`config.mk`:
```
export PLATFORM = sky130hd
export DESIGN_NAME = exec_writeback
export DESIGN_NICKNAME = d
export VERILOG_FILES = /design/src/rtl/exec_writeback_pkg.sv /design/src/rtl/exec_writeback_cond.sv /design/src/rtl/exec_writeback.sv
export SDC_FILE = /design/constraint.sdc
export NUM_CORES = 1
export LEC_CHECK = 0
export CORE_MARGIN = 5
export CORE_UTILIZATION = 44
export CTS_CLUSTER_DIAMETER = 120
export CTS_CLUSTER_SIZE = 40
export DETAILED_ROUTE_END_ITERATION = 16
export HOLD_SLACK_MARGIN = 0.08
export PLACE_DENSITY_LB_ADDON = 0.1
export SLEW_MARGIN = 5
export SYNTH_ARGS = -nofsm -noshare
export SYNTH_HDL_FRONTEND = slang
export SYNTH_SLANG_ARGS = --single-unit
```
`constraint.sdc`:
```
create_clock -name clk -period 2.85 [get_ports clk]
set_input_delay 0.57 -clock clk [delete_from_list [all_inputs] [get_ports clk]]
set_output_delay 0.57 -clock clk [all_outputs]
set_load 0.03 [all_outputs]
```
`src/rtl/exec_writeback_pkg.sv`:
```
// Shared widths, flag bit positions, condition codes and the writeback FIFO entry
// for the execute/writeback slice.
package exec_writeback_pkg;

  localparam int unsigned W_OPR   = 32;
  localparam int unsigned W_FLAGS = 4;
  localparam int unsigned W_RADDR = 5;
  localparam int unsigned W_COND  = 4;
  localparam int unsigned W_COUNT = 2;

  localparam int unsigned FLAG_C = 0;
  localparam int unsigned FLAG_Z = 1;
  localparam int unsigned FLAG_S = 2;
  localparam int unsigned FLAG_V = 3;

  localparam logic [W_COND-1:0] COND_EQ = 4'd0;
  localparam logic [W_COND-1:0] COND_NE = 4'd1;
  localparam logic [W_COND-1:0] COND_CS = 4'd2;
  localparam logic [W_COND-1:0] COND_CC = 4'd3;
  localparam logic [W_COND-1:0] COND_MI = 4'd4;
  localparam logic [W_COND-1:0] COND_PL = 4'd5;
  localparam logic [W_COND-1:0] COND_VS = 4'd6;
  localparam logic [W_COND-1:0] COND_VC = 4'd7;
  localparam logic [W_COND-1:0] COND_HI = 4'd8;
  localparam logic [W_COND-1:0] COND_LS = 4'd9;
  localparam logic [W_COND-1:0] COND_GE = 4'd10;
  localparam logic [W_COND-1:0] COND_LT = 4'd11;
  localparam logic [W_COND-1:0] COND_GT = 4'd12;
  localparam logic [W_COND-1:0] COND_LE = 4'd13;
  localparam logic [W_COND-1:0] COND_AL = 4'd14;
  localparam logic [W_COND-1:0] COND_NV = 4'd15;

  typedef struct packed {
    logic [W_RADDR-1:0] rd;
    logic [W_OPR-1:0]   result;
  } wb_entry_t;

endpackage

```
`src/rtl/exec_writeback_cond.sv`:
```
// Branch condition evaluation against {V,S,Z,C}; purely combinational so the
// branch unit can reuse it.
module exec_cond_eval
  import exec_writeback_pkg::*;
(
  input  logic [W_FLAGS-1:0] flags,
  input  logic [W_COND-1:0]  cond,
  output logic               cond_true
);

  logic c, z, s, v;

  assign c = flags[FLAG_C];
  assign z = flags[FLAG_Z];
  assign s = flags[FLAG_S];
  assign v = flags[FLAG_V];

  always_comb begin
    cond_true = 1'b0;
    case (cond)
      COND_EQ: cond_true = z;
      COND_NE: cond_true = ~z;
      COND_CS: cond_true = c;
      COND_CC: cond_true = ~c;
      COND_MI: cond_true = s;
      COND_PL: cond_true = ~s;
      COND_VS: cond_true = v;
      COND_VC: cond_true = ~v;
      COND_HI: cond_true = c & ~z;
      COND_LS: cond_true = ~c | z;
      COND_GE: cond_true = (s == v);
      COND_LT: cond_true = (s != v);
      COND_GT: cond_true = ~z & (s == v);
      COND_LE: cond_true = z | (s != v);
      COND_AL: cond_true = 1'b1;
      default: cond_true = 1'b0;
    endcase
  end

endmodule

```
`src/rtl/exec_writeback.sv`:
```
// Writeback stage: architectural flags register, 2-entry in-order result FIFO
// feeding the register-file write port, and branch condition evaluation.
module exec_writeback
  import exec_writeback_pkg::*;
(
  input  logic               clk,
  input  logic               rst,
  input  logic               ex_valid_i,
  output logic               ex_ready_o,
  input  logic [W_OPR-1:0]   ex_result_i,
  input  logic [W_FLAGS-1:0] ex_flags_i,
  input  logic [W_RADDR-1:0] ex_rd_i,
  input  logic               ex_we_i,
  input  logic               ex_setf_i,
  output logic [W_FLAGS-1:0] flags_o,
  input  logic [W_COND-1:0]  cond_i,
  output logic               cond_true_o,
  output logic               rf_we_o,
  output logic [W_RADDR-1:0] rf_waddr_o,
  output logic [W_OPR-1:0]   rf_wdata_o,
  input  logic               rf_ready_i
);

  logic [W_COUNT-1:0] count_q, count_nxt;
  wb_entry_t          head_q, head_nxt, tail_q, tail_nxt, new_entry;
  logic [W_FLAGS-1:0] flags_q;
  logic               ready_q, we_q;
  logic               accept, enq, deq;

  assign accept    = ex_valid_i & ready_q;
  assign enq       = accept & ex_we_i;
  assign deq       = we_q & rf_ready_i;
  assign new_entry = '{rd: ex_rd_i, result: ex_result_i};

  // FIFO next state; head is only overwritten on fill or advance so it holds when empty
  always_comb begin
    count_nxt = count_q;
    head_nxt  = head_q;
    tail_nxt  = tail_q;
    case (count_q)
      W_COUNT'(0): begin
        if (enq) begin
          head_nxt  = new_entry;
          count_nxt = W_COUNT'(1);
        end
      end
      W_COUNT'(1): begin
        if (enq && deq) begin
          head_nxt = new_entry;
        end else if (enq) begin
          tail_nxt  = new_entry;
          count_nxt = W_COUNT'(2);
        end else if (deq) begin
          count_nxt = W_COUNT'(0);
        end
      end
      default: begin
        if (deq) begin
          head_nxt  = tail_q;
          count_nxt = W_COUNT'(1);
        end
      end
    endcase
  end

  // Handshake flags are registered from the next occupancy, so nothing input-driven reaches them
  always_ff @(posedge clk or posedge rst) begin
    if (rst) begin
      count_q <= '0;
      head_q  <= '0;
      tail_q  <= '0;
      ready_q <= 1'b1;
      we_q    <= 1'b0;
    end else begin
      count_q <= count_nxt;
      head_q  <= head_nxt;
      tail_q  <= tail_nxt;
      ready_q <= (count_nxt < W_COUNT'(2));
      we_q    <= (count_nxt != W_COUNT'(0));
    end
  end

  // Flags update on accept independent of the FIFO so adc/sbb chains see carry next cycle
  always_ff @(posedge clk or posedge rst) begin
    if (rst) begin
      flags_q <= '0;
    end else if (accept && ex_setf_i) begin
      flags_q <= ex_flags_i;
    end
  end

  exec_cond_eval u_cond_eval (
    .flags     (flags_q),
    .cond      (cond_i),
    .cond_true (cond_true_o)
  );

  assign ex_ready_o = ready_q;
  assign rf_we_o    = we_q;
  assign rf_waddr_o = head_q.rd;
  assign rf_wdata_o = head_q.result;
  assign flags_o    = flags_q;

endmodule

```
# Word-level counts from Yosys, hierarchy flattened
# Cells that the tools add are included.
[word_totals] output_inout_bits=44 in_bits=51 ff_bits=82 wordCells=59
[classes] n_eq_ne=19 n_mux=11 bitwise_logic=12 reduce_logical=8 order_cmp=1
[op_table] op="$mux 37" count=3
[op_table] op="$pmux 37 s2" count=1
[op_table] op="$eq 4x4->1 const B" count=7
[op_table] op="$eq 4x3->1 const B" count=4
[op_table] op="$pmux 1 s15" count=1
[op_table] op="$mux 2" count=5
[op_table] op="$eq 4x2->1 const B" count=2
[op_table] op="$reduce_and 3->1" count=2
[op_table] op="$and 1x1->1" count=5
[op_table] op="$not 1->1" count=5
[op_table] op="$eq 4x1->1 const B" count=1
[op_table] op="$logic_not 4->1" count=1
[op_table] op="$ne 2x2->1 const B" count=2
[op_table] op="$pmux 2 s2" count=1
[op_table] op="$reduce_bool 3->1" count=1
[op_table] op="$eq 2x1->1 const B" count=1
[op_table] op="$logic_and 1x1->1" count=2
[op_table] op="$logic_not 2->1" count=1
[op_table] op="$lt 2x2->1 const B" count=1
[op_table] op="$or 1x1->1" count=2
[op_table] op="$reduce_bool 2->1" count=1
[op_table] op="$eq 1x1->1" count=1
[op_table] op="$ne 1x1->1" count=1

# Depth between registers and ports, before layout
# Gate-level depths: netlist of the first run.
[logic_depth] ltp_word=6 ltp_mapped=6 mapped_depth_nobuf=4

# Cells and area by module
# From an unflattened synthesis of the first run, not the netlist that was laid out.
[unflattened] cells_unflattened=347 hier_area_um2=3961.3
[modules_own_cells] mod="exec_writeback" seq_area_each_um2=2053.2 cells_per_inst=319 n_inst=1 area_per_inst_um2=3767.4
[modules_own_cells] mod="exec_cond_eval" seq_area_each_um2=0.0 cells_per_inst=28 n_inst=1 area_per_inst_um2=193.9

# Worst setup path after synthesis of the first run
# OpenSTA, ideal clock, no wires.
[synth_timing] kind="register -> output" from="reg flags_q[2] (netlist: flags_o[2])" to="out cond_true_o" path_buffers=0 t_arrival_ps=1552 path_slack_ps=728 path_stages_with_launch=5 required_ps=2280 cell_sequence="dfrtp_1 > nand3b_1 > a21oi_1 > or4b_1 > nand4b_1"
[synth_via] elab_chain_len=3 word_cells_on_any_way=6 cone_classes="eq/ne (2); mux (1); bitwise (3)"
[synth_rtl] item="start: declaration" line="exec_writeback.sv:26" rtl="logic [W_FLAGS-1:0] flags_q;"
[synth_rtl] item="start signal: assignment" line="exec_writeback.sv:88" rtl="flags_q <= ex_flags_i;"
[synth_rtl] item="$ne 1x1->1 or $eq 1x1->1 (tied branches)"
[synth_rtl] item="$or 1x1->1 or $and 1x1->1 (tied branches)" line="exec_writeback_cond.sv:34, exec_writeback_cond.sv:33"
[synth_rtl] item="$pmux 1 s15 *" line="exec_writeback_cond.sv:20" rtl="case (cond)"
[synth_rtl] item="end: declaration" line="exec_writeback.sv:17" rtl="output logic cond_true_o,"
# Every way passes the cells marked *; elsewhere a longest branch is shown, timed or not.

# Worst setup path after layout of the first run
[layout_timing] from="in cond_i[3]" to="out cond_true_o"
[layout_via] elab_chain_len=2 word_cells_on_any_way=16 cone_classes="eq/ne (14); mux (1); reduce/logical (1)"
[layout_rtl] item="start: declaration" line="exec_writeback.sv:16" rtl="input logic [W_COND-1:0] cond_i,"
[layout_rtl] item="$eq 4x4->1 (tied with other cells)" line="exec_writeback_cond.sv:20"
[layout_rtl] item="$pmux 1 s15 *" line="exec_writeback_cond.sv:20"
# Marked as above.

==> results.md, run 1 <==
* Status: completed
* Worst-path maximum fanout at 7
* Pin count of the biggest net entering global routing at 83
* Power Density at about 1200 nW/um2
* Leak at approximately 2.1 nW
* Number of max-slew violations in the final report at 0
* Antenna violations before repair at 0
* Number of buffers between clock root and the deepest sink at 2
* Post-route core utilization at about three fifths
* Final cell count without fillers at 518
* Row count at 33
* Count of different cell masters after synthesis at 36
* Clk_skew at 0.00483 ns
* Count of vias placed by the detailed router at ~2900
* CP Capture Type: output port
* Max-Cap Viols at 0
* Crit path arrival time at 2.14 ns
* Critical path cell sequence: clkdlybuf4s50_1 > or2_1 > a21oi_1 > or4b_1 > nand4b_1 > buf_4
* Path class of the lowest-slack min-delay path: reg -> reg
* Slew at the pin closest to its max-slew limit at just over 0.5 ns
* Post-synthesis share of cell area spent on xor and xnor gates at 0.238%
* CORE AREA at 8180 um2
* Endpoint required time on the critical path at 2.28 ns
* Initial DRT Pass Iterations at 4
* Combinational family with the most area after synthesis: multiplexers
* Remaining max-slew budget at the tightest pin at 66.0%
* Metal1 wirelength at 4170 um
* Kind of start point of the critical path: input port
* Boundary Pins at 95
* Synth-to-layout area growth at 33.5%
* Setup Viol. Count Final at 0
* Cell with the largest stage delay on the worst path: clkdlybuf4s50_1
* Number of global-route vias before repair at between 2000 and 3000
* Mean cell area of the mapped netlist at 11.7 um2
* Routed length on met2 at 4310 um
* Leftover overflow at the end of global routing at 0
* Share of flip-flops with an asynchronous set or reset at 100%
* Tmin final at roughly 2.7 ns
* Adder-Cell Fraction of Synth Area at 0%
* Amount of wire on met3 after detailed routing at ~530 um
* Maximum clock rate at roughly 370 MHz
* Insertion delay of the later-clocked pin in the worst-skew pair at between 0.3 and 0.4 ns
* Gpl congestion at around 0.74
* Post-synthesis cell type with the largest combined area: dfrtp_1
* Post-detail-place hpwl at ~6000 um
* Highest Signal Layer: met4
* Post-route antenna net violation count at 0
* Family of cells with the greatest summed delay on the critical path: buffers and inverters
* Synth warnings at 0
* Average via count per standard cell at about 5.5
* Final number of hold-violating endpoints at 0
* EDFF count, synth at 0
* Post-cts sizing count at 0
* Hold Buf Count CTS at 0
* Number of nets produced by synthesis at approximately 370
* Combined area of all synthesized cells at between 3000 and 4000 um2
* Number of sinks on the clock net at a little over 80
* Max rail drop VDD at around 0.58 mV
* Die height at around 100 um
* GRT Total Usage at a little under a fifth
* Proportion of synthesized area in mux cells at between 10% and 20%
* Final cycle utilization of the critical path at 95.1%
* DRC violation total after the first TritonRoute iteration at 91
* Inserted Clock Buffers at 9
* Clock tree from TritonCTS: done
* Setup tns final at 0 ns
* Share of the synthesized area in compound gates (AO/OA/AOI/OAI) at between 10% and 20%
* Most area-consuming cells after synthesis: dfrtp_1, mux2_4, a21oi_1
* Count of input and output buffers at 94
* Seq/Total Area, Yosys at 55.8%
* Floorplan die width at 101 um
* Final #Nets at 460
* Dominant register cell in the synthesized netlist: dfrtp_1
* Starting density of the core at roughly 45%
* Share of layout cells above drive strength 1 at approximately 17%
* Antenna diode count at 0
* Overall power of the completed layout at slightly below 6 mW
* Simple-gate share of the synthesized area at 10.3%
* Top cell type's share of synthesized area at about 55%
* Number of synthesized register bits at 82
* Critical path buffer and inverter count at 2
* Buffer cell driving the clock tree root: clkbuf_8
* Wire length of the first global-routing pass at ~15000 um
* Tightest hold margin at just over 0.5 ns
* Unrepaired setup endpoints after global routing: false
* Setup CP Type: in -> out
* Delay contributed by the slowest stage of the critical path at ~0.59 ns
* Average routed wire per standard cell at 17.6 um
* Number of cells in the design after placement at 503
* Post-route DRC at 0
* Reg clk slew, reported paths at 0.07 ns
* Level count of the clock H-tree at 3
* Setup Fix Bufs, Post-CTS at 0
* Final wirelength at a little over 9000 um
* Die footprint at between 10000 and 15000 um2
* Gate Count Post-Synth at about 320
==> area by class of cell <==
type / instances / area, um2
clock buffers: 12 / 135
clock inverters: 3 / 17.5
fillers: 692 / 3260
inverters: 3 / 12.5
multi-input cells: 209 / 1520
flip-flops and latches: 82 / 2050
well taps: 105 / 131
repair buffers: 104 / 1040
==> cells by family (layout without fill, tap and decap cells) <==
group	Yosys count	count (layout)
AO/OA/AOI/OAI	96	96
XOR/XNOR	1	1
buffers and inverters	24	122
flip-flops	82	82
multiplexers	41	41
AND/OR/NAND/NOR	71	71
==> where the power goes <==
part | internal, mW | switching [mW]
combinational | 1.42 | 1.63
sequential | 1.77 | 0.401
clock | 0.310 | 0.386
==> registers in the layout, indices dropped and copies added (netlist names) <==
name / cells
tail_q: 37
flags_o: 4
rf_waddr_o: 5
ex_ready_o: 1
count_q: 2
rf_we_o: 1
rf_wdata_o: 32
==> final timing paths <==
kind                             from     endpoint  slack (ns)  cells after the start
max reg2reg                count_q[1]   tail_q[11]        1.02                      5
min                        tail_q[28]   tail_q[28]        0.50                      1
min reg2reg                tail_q[28]   tail_q[28]        0.50                      1
max                         cond_i[3]  cond_true_o        0.14                      6
max in group asynchronous         rst   ex_ready_o        1.85                      3
min in group asynchronous         rst   tail_q[15]        0.65                      3
==> through the flow <==
stage	setup WS, ns	instance area (um2)
after floorplan	0.173	3680
after global placement	0.205	4760
after detailed placement	0.144	4760
after CTS	0.140	4910
after global routing	0.102	4910
final	0.139	4910
==> cells in the final DEF (no fill, tap or decap), types with 11 or more instances in the layout <==
| cell type | synthesis | layout |
|---|---|---|
| o22ai_1 | 26 | 26 |
| mux2_4 | 30 | 30 |
| a21oi_1 | 40 | 40 |
| o21ai_0 | 22 | 22 |
| clkdlybuf4s50_1 | 0 | 93 |
| dfrtp_1 | 81 | 81 |
| nor2_1 | 27 | 27 |
| mux2_2 | 11 | 11 |
| or3_1 | 22 | 22 |
==> metal layers <==
metal / up-vias / global-route usage (%)
met2: 89 / 28.2
met1: 1421 / 25.1
li1: 1333 / -
met4: 0 / 6.24
met5: - / 0
met3: 9 / 3.72
==> cell usage after synthesis (2+ instances only) <==
master / number
dfrtp_1: 81
a21oi_1: 40
mux2_4: 30
nor2_1: 27
o22ai_1: 26
o21ai_0: 22
or3_1: 22
clkbuf_1: 11
mux2_2: 11
nand3_1: 5
nand2_1: 4
buf_1: 3
buf_2: 3
buf_6: 3
nand2b_1: 3
nand3b_1: 3
inv_1: 2
Power figures use the tool's default switching activity.
==> run 2: changes to the inputs <==
Settings changed: CORE_UTILIZATION 44 to 45, SYNTH_HIERARCHICAL set to 1.
==> results.md, run 2 <==
* Synth-to-layout area growth at 32.4%
* Reg clk slew, reported paths at 0.08 ns (about the same)
* Count of input and output buffers at 94 (unchanged)
* Post-synthesis cell type with the largest combined area: dfrtp_1
* Overall power of the completed layout at 6.57 mW (+11%)
* Area occupied by multi-input gates at 1750 um2 (+15%)
* Leftover overflow at the end of global routing at 0 (unchanged)
* Clock tree from TritonCTS: done
* Wire length of the first global-routing pass at 16800 um (+15%)
* Number of buffers between clock root and the deepest sink at 2 (unchanged)
* Worst-path maximum fanout at 7 (unchanged)
* Most area-consuming cells after synthesis: dfrtp_1, mux2_4, nor3_1
* Number of filler cells placed in the layout at 734 (+6.1%)
* Final worst setup slack at 0.235 ns (+0.0961 ns)
* Gate Count Post-Synth at 347 (+10%)
* Level count of the clock H-tree at 3 (unchanged)
* Inserted Clock Buffers at 9 (unchanged)
* Tmin final at 2.61 ns (-0.0961 ns)
* Critical path cell sequence: clkdlybuf4s50_1 > nand2b_1 > a221oi_1 > a211o_1 > a211o_1 > clkbuf_2
* Setup CP Type: in -> out
* Setup Fix Bufs, Post-CTS at 0 (unchanged)
* Worst-case reg-to-reg path depth at 4 (-1)
* Die height at 104 um (+2.4%)
* Number of nets produced by synthesis at 398 (+8.7%)
* Remaining max-slew budget at the tightest pin at 32.2% (-34 points)
* Hold path depth at 1 (unchanged)
* Setup tns final at 0 ns (unchanged)
* Synth warnings at 6 (+6)
* Max rail drop VDD at 0.582 mV (-0.52%)
* Share of layout cells above drive strength 1 at 19.3% (+2.1 points)
* Mean cell area of the mapped netlist at 11.4 um2 (-2.2%)
* Endpoint with the worst hold slack: tail_q[30]
* Family of cells with the greatest summed delay on the critical path: buffers and inverters
* Combined area of all synthesized cells at 3960 um2 (+7.7%)
* Setup slack, reg-to-reg at 0.93 ns (-0.09 ns)
* Number of synthesized register bits at 82 (unchanged)
* Pin count of the biggest net entering global routing at 67 (-19%)
* Boundary Pins at 95 (unchanged)
* Antenna diode count at 0 (unchanged)
* Critical path buffer and inverter count at 2 (unchanged)
* Share of flip-flops with an asynchronous set or reset at 100% (unchanged)
* Post-detail-place hpwl at 6480 um (+11%)
* Setup Viol. Count Final at 0 (unchanged)
* Top register by number of flip-flops: tail_q
* Kind of start point of the critical path: input port
* Pre-CTS worst setup slack at -0.342 ns (-0.486 ns)
* RR Startpoint: rf_we_o
* Average via count per standard cell at 5.87 (+6.6%)
* Leak at 2.19 nW (+4.5%)
* Status: completed
* Number of sinks on the clock net at 82 (unchanged)
* DRC violation total after the first TritonRoute iteration at 100 (+9.9%)
* Floorplan die width at 104 um (+2.4%)
* Final cycle utilization of the critical path at 91.7% (-3.4 points)
* Commonest cells after routing, fill and taps aside: clkdlybuf4s50_1, dfrtp_1, nor3_1
* Clk_skew at 0.0100 ns (+0.00519 ns)
* Final wirelength at 10200 um (+12%)
* Slew at the pin closest to its max-slew limit at 1.02 ns (+0.507 ns)
* Crit path arrival time at 2.04 ns (-0.10 ns)
* Most common cell after layout, fill and taps aside: clkdlybuf4s50_1
* Final number of hold-violating endpoints at 0 (unchanged)
* CORE AREA at 8640 um2 (+5.6%)
* Reg-to-reg endpoint: tail_q[11]
* Post-route antenna net violation count at 0 (unchanged)
* Dominant register cell in the synthesized netlist: dfrtp_1
* Gpl congestion at 0.749 (+0.96%)
* Seq/Total Area, Yosys at 51.8% (-4.0 points)
* Post-synth top cells: dfrtp_1, nor3_1, o22ai_1
* Starting density of the core at 45.9% (+0.88 points)
* Path class of the lowest-slack min-delay path: reg -> reg
* Endpoint required time on the critical path at 2.28 ns (about the same)
* Row count at 34 (+3.0%)
* Max-Cap Viols at 0 (unchanged)
* Buffer cell driving the clock tree root: clkbuf_8
* Number of flip-flops under the largest register name at 37 (unchanged)
* Count of vias placed by the detailed router at 3216 (+13%)
* Top cell type's share of synthesized area at 51.2% (-3.9 points)
* Delay contributed by the slowest stage of the critical path at 0.59 ns (about the same)
* Number of global-route vias before repair at 3254 (+12%)
* Hold Buf Count CTS at 0 (unchanged)
* Count of different cell masters after synthesis at 42 (+17%)
* Average routed wire per standard cell at 18.6 um (+6.1%)
* GRT Total Usage at 18.7% (+0.63 points)
* Cell with the largest stage delay on the worst path: clkdlybuf4s50_1
* Post-route core utilization at 60.8% (+0.66 points)
* EDFF count, synth at 0 (unchanged)
* Unrepaired setup endpoints after global routing: false
* Register cell area after layout at 2050 um2 (about the same)
* Initial DRT Pass Iterations at 4 (unchanged)
* Most frequent cell after synthesis: dfrtp_1
* Maximum clock rate at 382 MHz (+3.7%)
* Cell seen most often among critical-path stages: a211o_1
* Die footprint at 10800 um2 (+4.8%)
* Post-route DRC at 0 (unchanged)
* Startpoint of the tightest hold check path: tail_q[30]
* Power Density at 1250 nW/um2 (+4.0%)
* Insertion delay of the later-clocked pin in the worst-skew pair at 0.34 ns (about the same)
* CP Capture Type: output port
* Antenna violations before repair at 0 (unchanged)
* Number of max-slew violations in the final report at 0 (unchanged)
* Final #Nets at 486 (+5.7%)
run 2: per-stage QoR:
| stage | hold WS [ns] | area, um2 | instances |
|---|---|---|---|
| floorplan | 0.470 | 3960 | 347 |
| global placement | 0.481 | 5040 | 532 |
| detailed placement | 0.486 | 5040 | 532 |
| CTS | 0.504 | 5250 | 548 |
| global route | 0.522 | 5250 | 548 |
| finish | 0.497 | 5250 | 548 |
run 2: how the worst max path moves through the flow:
| stage | cells after the start | from | to |
|---|---|---|---|
| floorplan | 1 | rst | count_q[0] |
| global placement | 6 | cond_i[2] | cond_true_o |
| detailed placement | 6 | cond_i[2] | cond_true_o |
| CTS | 6 | cond_i[1] | cond_true_o |
| global route | 6 | cond_i[1] | cond_true_o |
| finish | 6 | cond_i[1] | cond_true_o |
run 2: cells by family (layout without fill, tap and decap cells):
family,count (synthesis),count (layout),share of synthesized area (%)
simple gates,131,131,18.1
flops,82,82,51.8
mux,43,43,15.2
xor+xnor,2,2,0.632
compound gates,56,56,9.63
buf+inv,33,126,4.67
run 2: where the power goes:
group / switching [mW] / total [mW] / internal [mW] / leakage, nW
Combinational: 1.78 / 3.39 / 1.61 / 1.11
Clock: 0.427 / 0.883 / 0.456 / 0.102
Sequential: 0.518 / 2.30 / 1.78 / 0.977
run 2: worst reg2reg max path, stage by stage, from the launching register on:
cell and delay (ns):
dfrtp_1 0.50, a21bo_1 0.26, or3_2 0.42, buf_4 0.27, mux2_4 0.35
run 2: cell type report:
cell class	count	area share (%)
timing repair buffer	109	20.7
clock buffer	11	2.89
inverter	1	0.0954
multi-input combinational	232	33.4
clock inverter	5	1.19
sequential	82	39.2
tap	108	2.58
run 2: what timing repair did:
action,in CTS,in global routing
endpoints found under the hold margin,0,0
pin swaps,0,0
gates resized for setup,3,2
endpoints found under the setup margin,1,1
run 2: metal layers:
| metal | track usage (%) | part of all wire (%) |
|---|---|---|
| met1 | 25.5 | 47 |
| met2 | 30.1 | 47 |
| met3 | 5.53 | 5.2 |
| met4 | 2.78 | 0.47 |
| met5 | 0 | 0 |
